$ cat config.mk
export PLATFORM = sky130hd
export DESIGN_NAME = serial_subtractor_16
export DESIGN_NICKNAME = d
export VERILOG_FILES = /design/src/rtl/serial_subtractor_16.sv
export SDC_FILE = /design/constraint.sdc
export NUM_CORES = 1
export LEC_CHECK = 0
export CORE_MARGIN = 10
export CORE_UTILIZATION = 50
export CTS_BUF_LIST = sky130_fd_sc_hd__clkbuf_2 sky130_fd_sc_hd__clkbuf_4 sky130_fd_sc_hd__clkbuf_8
export CTS_CLUSTER_DIAMETER = 50
export DETAILED_ROUTE_END_ITERATION = 10
export PLACE_DENSITY = 0.74
export SLEW_MARGIN = 15
export SYNTH_ARGS = -nofsm -noshare
export SYNTH_HDL_FRONTEND = slang
export SYNTH_SLANG_ARGS = --single-unit
$ cat constraint.sdc
create_clock -name clk -period 8.2 [get_ports clk]
set_input_delay 2.46 -clock clk [delete_from_list [all_inputs] [get_ports clk]]
set_output_delay 2.46 -clock clk [all_outputs]
set_load 0.05 [all_outputs]
$ cat src/rtl/serial_subtractor_16.sv
// serial_subtractor_16: bit-serial subtractor computing diff = a - b - bin,
// one bit per clock, LSB first, using a single full-subtractor cell.
// A start/busy/done handshake frames each operation; diff/bo update only
// on completion, so partial results are never visible.
// Optional feature macro: SERIAL_SUB_OVF_EN adds the registered signed
// overflow output `ovf`.
module serial_subtractor_16 #(
   parameter int WIDTH = 16
) (
   input  logic             clk,
   input  logic             rst,
   input  logic             start,
   input  logic [WIDTH-1:0] a,
   input  logic [WIDTH-1:0] b,
   input  logic             bin,
   output logic [WIDTH-1:0] diff,
   output logic             bo,
   output logic             busy,
   output logic             done
`ifdef SERIAL_SUB_OVF_EN
   ,output logic            ovf
`endif
);

   localparam int CW = (WIDTH > 2) ? $clog2(WIDTH) : 1;
   localparam logic [CW-1:0] LAST = CW'(WIDTH - 1);

   typedef enum logic [1:0] {
      IDLE  = 2'd0,
      SHIFT = 2'd1,
      DONE  = 2'd2
   } state_t;

   state_t           state;
   logic [WIDTH-1:0] a_sr;
   logic [WIDTH-1:0] b_sr;
   logic [WIDTH-1:0] res_sr;
   logic             br;
   logic [CW-1:0]    cnt;

   // Full-subtractor cell working on the current LSBs and the borrow flop.
   logic             d_bit;
   logic             br_next;
   logic [WIDTH-1:0] res_next;

   assign d_bit    = a_sr[0] ^ b_sr[0] ^ br;
   assign br_next  = (~a_sr[0] & b_sr[0]) | (~(a_sr[0] ^ b_sr[0]) & br);
   assign res_next = {d_bit, res_sr[WIDTH-1:1]};

   // Control FSM, operand/result shift registers and registered outputs.
   // NOTE: every register here is assigned with <= so all of them sample the
   // pre-edge values; blocking = would let later statements see updated state.
   always_ff @(posedge clk or posedge rst) begin
      if (rst) begin
         state  <= IDLE;
         a_sr   <= '0;
         b_sr   <= '0;
         res_sr <= '0;
         br     <= 1'b0;
         cnt    <= '0;
         diff   <= '0;
         bo     <= 1'b0;
         busy   <= 1'b0;
         done   <= 1'b0;
`ifdef SERIAL_SUB_OVF_EN
         ovf    <= 1'b0;
`endif
      end else begin
         case (state)
            IDLE: begin
               done <= 1'b0;
               if (start) begin
                  a_sr  <= a;
                  b_sr  <= b;
                  br    <= bin;
                  cnt   <= '0;
                  busy  <= 1'b1;
                  state <= SHIFT;
               end
            end

            SHIFT: begin
               res_sr <= res_next;
               a_sr   <= a_sr >> 1;
               b_sr   <= b_sr >> 1;
               br     <= br_next;
               cnt    <= cnt + 1'b1;
               if (cnt == LAST) begin
                  // Final (MSB) bit: publish the full result in one go.
                  diff  <= res_next;
                  bo    <= br_next;
`ifdef SERIAL_SUB_OVF_EN
                  // Signed overflow: borrow into the MSB cell differs from
                  // the borrow out of it.
                  ovf   <= br ^ br_next;
`endif
                  done  <= 1'b1;
                  state <= DONE;
               end
            end

            DONE: begin
               // start is ignored here; it is sampled only in IDLE.
               done  <= 1'b0;
               busy  <= 1'b0;
               state <= IDLE;
            end

            default: begin
               done  <= 1'b0;
               busy  <= 1'b0;
               state <= IDLE;
            end
         endcase
      end
   end

endmodule

==> flow_metrics.env <==
export IMPL_antenna_found_initial=0
export IMPL_edff_count_synth=0
export IMPL_synth_largest_area_cell="sky130_fd_sc_hd__dfrtp_1"
export IMPL_postCtsResizedCells=0
export IMPL_p_leak_nw=1.760
export IMPL_io_pin_count=55
export IMPL_detailedPlace_worstSlack_ns=3.799
export IMPL_mappedNetlistNets=334
export IMPL_grt_setup_unrepaired="false"
export IMPL_timing_final_max_slew_violations=0
export IMPL_critical_path_peak_fanout=25
export IMPL_antenna_cells_inserted=0
export IMPL_run_status="finished, final reports clean"
export IMPL_worstPathRequired_ns=8.46
export IMPL_vias_per_cell=5.317
export IMPL_grt_first_pass_wirelength_um=10800
export IMPL_drt_wl_total_um=6342
export IMPL_finalCritPeriodShare=0.4912
export IMPL_fin_worst_skew_ns=0.009918
export IMPL_cap_viol_max_count=0
export IMPL_worstSetupStartpoint="start"
export IMPL_timing_final_ws_setup_ns=4.172
export IMPL_hold_class="reg -> reg"
export IMPL_summed_negative_setup_slack_over_all_endpoints_ns=0
export IMPL_drt_wirelength_per_cell_um=14.99
export IMPL_synthMostInstantiatedCell="sky130_fd_sc_hd__dfrtp_1"
export IMPL_clock_sink_count=73
export IMPL_yosysSeqAreaShare=0.5789
export IMPL_worst_setup_path_type="in -> reg"
export IMPL_postSynthAreaPerCell_um2=10.66
export IMPL_depth_of_the_cts_h_tree=3
export IMPL_post_synth_num_cell_types=30
export IMPL_synthDominantCellAreaShare=0.5789
export IMPL_setup_violations_final=0
export IMPL_vdd_ir_drop_max_uv=250.3
export IMPL_whs_path_depth=2
export IMPL_grt_use_total=0.1309
export IMPL_crit_path_launch_type="input pin"
export IMPL_fp_row_count=28
export IMPL_period_needed_ns=4.028
export IMPL_worst_endpoint_arrival_ns=4.28
export IMPL_die_h_um=99.44
export IMPL_clkTransAtPathRegs_ns=0.07
export IMPL_clock_tree_from_tritoncts="yes"
export IMPL_synth_top_cells_by_count="sky130_fd_sc_hd__dfrtp_1, sky130_fd_sc_hd__nand2_1, sky130_fd_sc_hd__a22oi_1"
export IMPL_timing_critical_path_to_type="register"
export IMPL_routabilityCongestion=0.7202
export IMPL_synth_seq_cells=73
export IMPL_place_detailed_hpwl_um=4063
export IMPL_synth_top_cells_by_area="sky130_fd_sc_hd__dfrtp_1, sky130_fd_sc_hd__nand2_1, sky130_fd_sc_hd__a22oi_1"
export IMPL_ant_nets=0
export IMPL_first_iter_violations=109
export IMPL_worstSkewPairLatency_ns=0.35
export IMPL_min_delay_start="a_sr[1]$_DFFE_PP0P_"
export IMPL_worstMarginPinSlew_ns=0.9648
export IMPL_drive_gt1_frac=0.1207
export IMPL_yosys_most_used_dff="sky130_fd_sc_hd__dfrtp_1"
export IMPL_mappedNetlistArea_um2=3156
export IMPL_crit_reg2reg_launch="state[0]$_DFFE_PP0P_"
export IMPL_clock_tree_buffer_depth=2
export IMPL_netlist_instances=296
export IMPL_yosys_warnings=0
export IMPL_cts_hold_fix_buffers=0
export IMPL_core_region_area_um2=6026
export IMPL_drt_pass1_iterations=4
export IMPL_drt_drc_violations_left=0
export IMPL_p_total_w=0.001526
export IMPL_pin_count_of_the_biggest_net_entering_global_routing=74
export IMPL_synth_async_reset_ratio=1.000
export IMPL_overflow=0
export IMPL_postCtsSetupRepairBufs=0
export IMPL_worst_r2r_path_depth=4
export IMPL_cts_bufs_inserted=9
export IMPL_maxClockFrequency_mhz=248.3
export IMPL_grt_pass1_vias=2241
export IMPL_initial_core_util=0.5237
export IMPL_die_width_um=99.44
export IMPL_count_of_buffers_inserted_at_the_top_level_ports=54
export IMPL_worst_slew_margin_rel=0.3563
export IMPL_pwr_density_cell_nw_per_um2=385.9
export IMPL_floorplan_die_area_um2=9888
export IMPL_cts_root_buffer_cell="sky130_fd_sc_hd__clkbuf_8"
export IMPL_fin_nets=381
export IMPL_finalHoldViolCount=0
export IMPL_area_delta_synth_final_pct=25.34
export IMPL_dr_total_vias=2249
routing by layer:
| metal | global-route usage | vias up | wire length (um) |
|---|---|---|---|
| met5 | 0 | - | 0 |
| met4 | 0.03638 | 0 | 38 |
| met3 | 0.06090 | 5 | 466 |
| met2 | 0.1929 | 61 | 3003 |
| met1 | 0.1685 | 1075 | 2834 |
| li1 | - | 1108 | - |
kinds of logic (layout without fill, tap and decap cells):
| logic type | Yosys count | after routing | share of synthesized area |
|---|---|---|---|
| buffers and inverters | 27 | 79 | 0.04480 |
| muxes | 17 | 17 | 0.06979 |
| AOI/OAI and AO/OA | 84 | 84 | 0.1650 |
| adders and majority gates | 2 | 2 | 0.01031 |
| and+or+nand+nor | 93 | 93 | 0.1312 |
| DFF | 73 | 73 | 0.5789 |
worst max-delay path, stage by stage:
cell and delay (ns):
sky130_fd_sc_hd__clkdlybuf4s50_1 0.69, sky130_fd_sc_hd__o21bai_2 0.88, sky130_fd_sc_hd__nand2_1 0.13, sky130_fd_sc_hd__o21ai_0 0.11
worst paths after layout:
check / endpoint / slack, ns
max in group asynchronous: state[1]$_DFFE_PP0P_ / 4.86
max reg2reg: diff[3]$_DFFE_PP0P_ / 5.91
min reg2reg: a_sr[1]$_DFFE_PP0P_ / 0.49
min in group asynchronous: diff[2]$_DFFE_PP0P_ / 2.71
min: a_sr[1]$_DFFE_PP0P_ / 0.49
max: b_sr[12]$_DFFE_PP0P_ / 4.17
area by class of cell:
class	count	area, um^2
multi-input cells	196	1195
flip-flops and latches	73	1828
clock buffers	10	137.6
repair buffers	57	563.0
fillers	495	2071
well taps	75	93.84
clock inverters	6	115.1
inverters	6	22.52
cells in the final DEF, fill, tap and decap left out:
cell type and count:
sky130_fd_sc_hd__nor3b_1 1, sky130_fd_sc_hd__clkbuf_8 10, sky130_fd_sc_hd__ha_1 1, sky130_fd_sc_hd__o21ai_0 25, sky130_fd_sc_hd__or3_1 1, sky130_fd_sc_hd__a2bb2oi_1 2
sky130_fd_sc_hd__mux2i_1 1, sky130_fd_sc_hd__a32o_1 1, sky130_fd_sc_hd__nor2_1 2, sky130_fd_sc_hd__mux2_2 8, sky130_fd_sc_hd__o21ai_1 9, sky130_fd_sc_hd__nor2b_1 13
sky130_fd_sc_hd__nand2b_1 1, sky130_fd_sc_hd__clkinv_4 2, sky130_fd_sc_hd__inv_2 1, sky130_fd_sc_hd__clkinvlp_4 1, sky130_fd_sc_hd__buf_4 3, sky130_fd_sc_hd__and3_4 1
sky130_fd_sc_hd__nand3_1 3, sky130_fd_sc_hd__and2_4 1, sky130_fd_sc_hd__o21a_1 1, sky130_fd_sc_hd__o21bai_2 1, sky130_fd_sc_hd__a22oi_1 30, sky130_fd_sc_hd__a21oi_1 14
sky130_fd_sc_hd__bufinv_16 3, sky130_fd_sc_hd__clkdlybuf4s50_1 54, sky130_fd_sc_hd__nand2_1 68, sky130_fd_sc_hd__dfrtp_2 1, sky130_fd_sc_hd__nor2b_4 1, sky130_fd_sc_hd__mux2_4 8
sky130_fd_sc_hd__fa_1 1, sky130_fd_sc_hd__dfrtp_1 72, sky130_fd_sc_hd__a22o_1 1, sky130_fd_sc_hd__inv_1 5, sky130_fd_sc_hd__nor2b_2 1
where the power goes:
| part | switching [W] | internal, W | leakage [nW] | total, W |
|---|---|---|---|---|
| logic | 0.000348 | 0.000237 | 0.694 | 0.000585 |
| registers | 0.0000955 | 0.000502 | 0.943 | 0.000597 |
| clock network | 0.000133 | 0.000211 | 0.123 | 0.000344 |
registers in the layout, summed over array words and instances (netlist names):
signal	count
diff	16
res_sr	15
a_sr	16
done	1
busy	1
bo	1
cnt	4
state	2
b_sr	16
br	1
through the flow:
stage               hold slack [ns]  std cells  area (um^2)  utilization
floorplan                    0.4402        296         3156            -
global placement             0.4557        407         3696       0.6134
detailed placement           0.4700        407         3696       0.6134
CTS                          0.4892        423         3949       0.6553
global route                 0.5003        423         3955       0.6564
finish                       0.4862        423         3955       0.6564
Power figures use the tool's default switching activity.
